### src/rtl/hazard_ctrl.sv
// rtl/hazard_ctrl.sv - miniRV hazard/forwarding controller; forwarding enabled by HAZARD_FWD_EN
module hazard_ctrl #(
  parameter int CNT_W = 16
) (
  input  logic             clk,
  input  logic             rst_n,
  input  logic             id_valid,
  input  logic [4:0]       id_rs1,
  input  logic [4:0]       id_rs2,
  input  logic             id_re1,
  input  logic             id_re2,
  input  logic [4:0]       id_rd,
  input  logic             id_rf_we,
  input  logic             id_is_load,
  input  logic             ex_redirect,
  output logic             pc_stall,
  output logic             if_id_stall,
  output logic             if_id_flush,
  output logic             id_ex_flush,
  output logic [1:0]       fwd_rs1,
  output logic [1:0]       fwd_rs2,
  output logic [CNT_W-1:0] stall_cnt,
  output logic [CNT_W-1:0] flush_cnt
);

  // Destination record of one in-flight instruction
  typedef struct packed {
    logic       v;
    logic [4:0] rd;
    logic       we;
    logic       ld;
  } shadow_t;

  shadow_t ex_q, mem_q, wb_q;
  shadow_t ex_next;

  logic ex_hit1, ex_hit2, mem_hit1, mem_hit2, wb_hit1, wb_hit2;
  logic raw_stall;
  logic eff_stall;
  logic redirect;
  logic [1:0] fwd1_raw, fwd2_raw;
  logic unused_bits;

  // A stage satisfies a source only if it really writes a non-zero register that ID reads
  function automatic logic hit(input shadow_t s, input logic [4:0] rs, input logic re,
                               input logic valid);
    return valid && re && s.v && s.we && (s.rd != 5'd0) && (s.rd == rs);
  endfunction

  // Compare every shadow stage against both ID sources
  always_comb begin
    ex_hit1  = hit(ex_q,  id_rs1, id_re1, id_valid);
    ex_hit2  = hit(ex_q,  id_rs2, id_re2, id_valid);
    mem_hit1 = hit(mem_q, id_rs1, id_re1, id_valid);
    mem_hit2 = hit(mem_q, id_rs2, id_re2, id_valid);
    wb_hit1  = hit(wb_q,  id_rs1, id_re1, id_valid);
    wb_hit2  = hit(wb_q,  id_rs2, id_re2, id_valid);
  end

`ifdef HAZARD_FWD_EN
  // Youngest producer wins so the operand reflects the latest write
  function automatic logic [1:0] pick(input logic e, input logic m, input logic w);
    if (e) return 2'b01;
    if (m) return 2'b10;
    if (w) return 2'b11;
    return 2'b00;
  endfunction

  // Only a load still in EX cannot be bypassed; everything else forwards
  always_comb begin
    fwd1_raw  = pick(ex_hit1, mem_hit1, wb_hit1);
    fwd2_raw  = pick(ex_hit2, mem_hit2, wb_hit2);
    raw_stall = ex_q.ld && (ex_hit1 || ex_hit2);
  end
`else
  // Without bypass paths every RAW match waits until the producer retires from WB
  always_comb begin
    fwd1_raw  = 2'b00;
    fwd2_raw  = 2'b00;
    raw_stall = ex_hit1 || ex_hit2 || mem_hit1 || mem_hit2 || wb_hit1 || wb_hit2;
  end
`endif

  // A redirect kills the ID instruction, so it overrides any stall; reset silences everything
  always_comb begin
    redirect    = rst_n && ex_redirect;
    eff_stall   = rst_n && raw_stall && !ex_redirect;
    pc_stall    = eff_stall;
    if_id_stall = eff_stall;
    if_id_flush = redirect;
    id_ex_flush = eff_stall || redirect;
    fwd_rs1     = rst_n ? fwd1_raw : 2'b00;
    fwd_rs2     = rst_n ? fwd2_raw : 2'b00;
  end

  // Record entering EX: the ID instruction, or a bubble when it is stalled or flushed
  always_comb begin
    ex_next = '0;
    if (id_valid && !id_ex_flush) begin
      ex_next.v  = 1'b1;
      ex_next.rd = id_rd;
      ex_next.we = id_rf_we;
      ex_next.ld = id_is_load;
    end
  end

  // Load flags past EX are carried for completeness but not consulted
  assign unused_bits = ^{mem_q.ld, wb_q.ld};

  // Advance the shadow pipeline and update the saturating performance counters
  always_ff @(posedge clk) begin
    if (!rst_n) begin
      ex_q      <= '0;
      mem_q     <= '0;
      wb_q      <= '0;
      stall_cnt <= '0;
      flush_cnt <= '0;
    end else begin
      wb_q  <= mem_q;
      mem_q <= ex_q;
      ex_q  <= ex_next;
      if (eff_stall && (stall_cnt != {CNT_W{1'b1}}))
        stall_cnt <= stall_cnt + CNT_W'(1);
      if (ex_redirect && (flush_cnt != {CNT_W{1'b1}}))
        flush_cnt <= flush_cnt + CNT_W'(1);
    end
  end

endmodule

### config.mk
export PLATFORM = sky130hd
export DESIGN_NAME = hazard_ctrl
export DESIGN_NICKNAME = d
export VERILOG_FILES = /design/src/rtl/hazard_ctrl.sv
export SDC_FILE = /design/constraint.sdc
export NUM_CORES = 1
export LEC_CHECK = 0
export BUFFER_PORTS_ARGS = -buffer_cell sky130_fd_sc_hd__buf_2
export CAP_MARGIN = 5
export CORE_ASPECT_RATIO = 0.8
export CORE_MARGIN = 3
export CORE_UTILIZATION = 55
export CTS_BUF_LIST = sky130_fd_sc_hd__clkbuf_8
export CTS_CLUSTER_DIAMETER = 30
export DETAILED_ROUTE_END_ITERATION = 8
export PLACE_DENSITY = 0.82
export SLEW_MARGIN = 10
export SYNTH_ARGS = -nofsm -noshare
export SYNTH_HDL_FRONTEND = slang
export SYNTH_SLANG_ARGS = --single-unit
export TNS_END_PERCENT = 1
### constraint.sdc
create_clock -name clk -period 2.75 [get_ports clk]
set_input_delay 0 -clock clk [delete_from_list [all_inputs] [get_ports clk]]
set_output_delay 0 -clock clk [all_outputs]
set_load 0.01 [all_outputs]
==> impl_results.md <==
- Crit path from: ex_q[2]
- CP Cell Sequence: xnor2_1, nand4_1, o32ai_1, o2111ai_1, a211o_1, buf_12, or4_1, a21oi_1
- Cells after synthesis: 285
- Post-CTS Hold Buffers: 6
- Fmax: 0.415 GHz
- Post-CTS Setup Bufs: 0
- Chip Width: around 82 um
- Yosys top cell by area: dfxtp_1
- TritonCTS clock tree: yes
- Drt via density: 5.53
- DR WL/cell: 14.0 um
- Skew-Pair Late Insertion Delay: ~300 ps
- Hold Path Origin: id_valid
- Pleak: 1.23 nW
- Clk sinks: 53
- Post-synth EDFFs: 0
- Critical Path Source Type: register
- Largest net degree at the start of global routing: 33
- Detail Placement HPWL: 4.09 mm
- Crit Path Class: reg -> reg
- Mapped Area: ~2600 um2
- Yosys top cell area share: 41.3%
- Worst r2r src: ex_q[2]
- Fin crit share: 87.5%
- Final setup fails: 0
- Vias: 2227
- Worst-Margin Slew: 623 ps
- Primary FF master, synth: dfxtp_1
- Reg2reg setup slack: approximately 340 ps
- IO Count: 63
- Post-route ant nets: 0
- Initial antenna violation count: 0
- Dominant cells by area after synthesis: dfxtp_1 (41%), xnor2_1 (11%), and2_1 (5.1%)
- Synth async-reset ratio: 0%
- Synthesis Warnings: 0
- Placed cells: 389
- Seq/Total Area, Yosys: 41.3%
- CP top delay family: compound AO/OA/AOI/OAI gates
- Post-Route Skew: 7.77 ps
- Post-layout net count: 370
- Clock transition at path regs: 90 ps
- First-pass GRT wire length: approximately 9.6 mm
- Num CTS Buffers: 5
- Minimum clock period: 2410 ps
- Die area: 5530 um2
- Die Ht: 67.1 um
- Max-cap viol count: 0
- Slowest library cell on the worst path: or4_1
- Synth top cells by count: dfxtp_1 (53), xnor2_1 (32), and2_1 (21)
- DR iter-0 viols: 171
- Post-detailed-route DRC marker count: 0
- GP Congestion: 0.953
- Non-Filler Instances: 403
- Status: completed
- Ant diodes: 0
- Htree depth: 2
- Port bufs: 57
- Core Area: 4340 um2
- Site Rows: 21
- Place WS: around 400 ps
- Root buffer cell: clkbuf_8
- Hold Fails Final Rpt: 0
- Worst path bufs/invs: 1
- Vias in the first global route: 2036
- Synth-to-layout area growth: 18.8%
- Unrepaired setup endpoints after global routing: no
- Routed wire length: 5.66 mm
- Synth unique cells: 40
- Post-CTS sizing: 0
- Worst setup EP type: register
- Count leader, synth: dfxtp_1
- Critical Path RT: 2980 ps
- CP arrival: 2640 ps
- Clock buffer depth: 2
- Rel. slew slack: 58.1%
- Post-route design area: 3050 um2
- Setup ws final: 343 ps
- Placed Instance Area: 2890 um2
- Max-slew violation count: 0
- Starting Density: 59.2%
- Fill cell count: 363
- Global-route usage over all layers: 22.4%
- Hold/Removal Path Class: in -> reg
- Final setup TNS: 0 ps
- VDD IR max: 0.425 mV
- Grt ovf: 0
- Share of cells above drive strength 1: 19.9%
- CP max stage delay: 510 ps
- Final Power: 0.00134 W
- Crit Path Max Fanout: 30
- P per Cell Area: 441 nW/um2
- Mean post-synth cell area: 9.01 um2
- Synth Register Bits: 53
- First drt pass iteration count: 4
[layout by cell type (no fill, tap or decap), types with 3 or more instances in the layout]
cell / n
a21oi_1: 6
and2_1: 21
and3_1: 5
and4_1: 4
buf_2: 57
buf_4: 3
clkbuf_8: 6
conb_1: 4
dfxtp_1: 53
dlygate4sd3_1: 6
inv_1: 6
mux2i_1: 5
nand2_1: 16
nand2b_1: 5
nand3_1: 14
nand4_1: 15
nor2_1: 18
nor4_1: 8
o21a_1: 5
o21ai_0: 4
o31a_1: 5
o31ai_1: 3
o32ai_1: 3
or3_1: 6
or4_1: 3
xnor2_1: 32
xor2_1: 11
[flip-flops by register name, summed over array words and instances (netlist names)]
name and count:
ex_q 7, flush_cnt 16, mem_q 7, stall_cnt 16, wb_q 7
[per-layer routing]
metal / track usage [%] / up-vias / share of wire, %
met4: 5.60 / 0 / 0.85
met1: 31.0 / 1030 / 45
met5: 0 / - / 0
met2: 35.4 / 69 / 47
li1: - / 1122 / -
met3: 4.86 / 6 / 7.0
[where the power goes]
part,leakage (nW),switching [W],internal (W)
Sequential,0.428,0.0000104,0.000776
Clock,0.0512,0.000246,0.000205
Combinational,0.752,0.0000548,0.0000525
Total,1.23,0.000311,0.00103
[metrics by stage]
step | hold slack [ps] | util [%]
global route | 145 | 70.3
finish | 137 | 70.3
detailed placement | 201 | 66.7
global placement | 201 | 66.7
floorplan | 122 | -
CTS | 114 | 70.3
[cell families after synthesis]
kind of cell	share of synthesized area [%]
buffers and inverters	4.19
muxes	1.95
and+or+nand+nor	26.0
adders and majority gates	0.975
xor gates and xnor gates	14.7
other	0.146
DFF	41.3
AOI/OAI and AO/OA	10.7
[final timing paths]
check	end	cells past startpoint
setup / recovery	stall_cnt[6]	8
hold / removal	ex_q[7]	2
setup reg to reg	stall_cnt[6]	8
hold reg to reg	stall_cnt[9]	2
[cell type report]
type	instances	area, um2	share of cell area, %
clock buffers	6	82.6	2.71
clock inverters	2	13.8	0.451
inverters	6	22.5	0.739
multi-input cells	212	1410	46.2
well taps	57	71.3	2.34
repair buffers	67	388	12.7
flip-flops and latches	53	1060	34.8
Power figures use the tool's default switching activity.
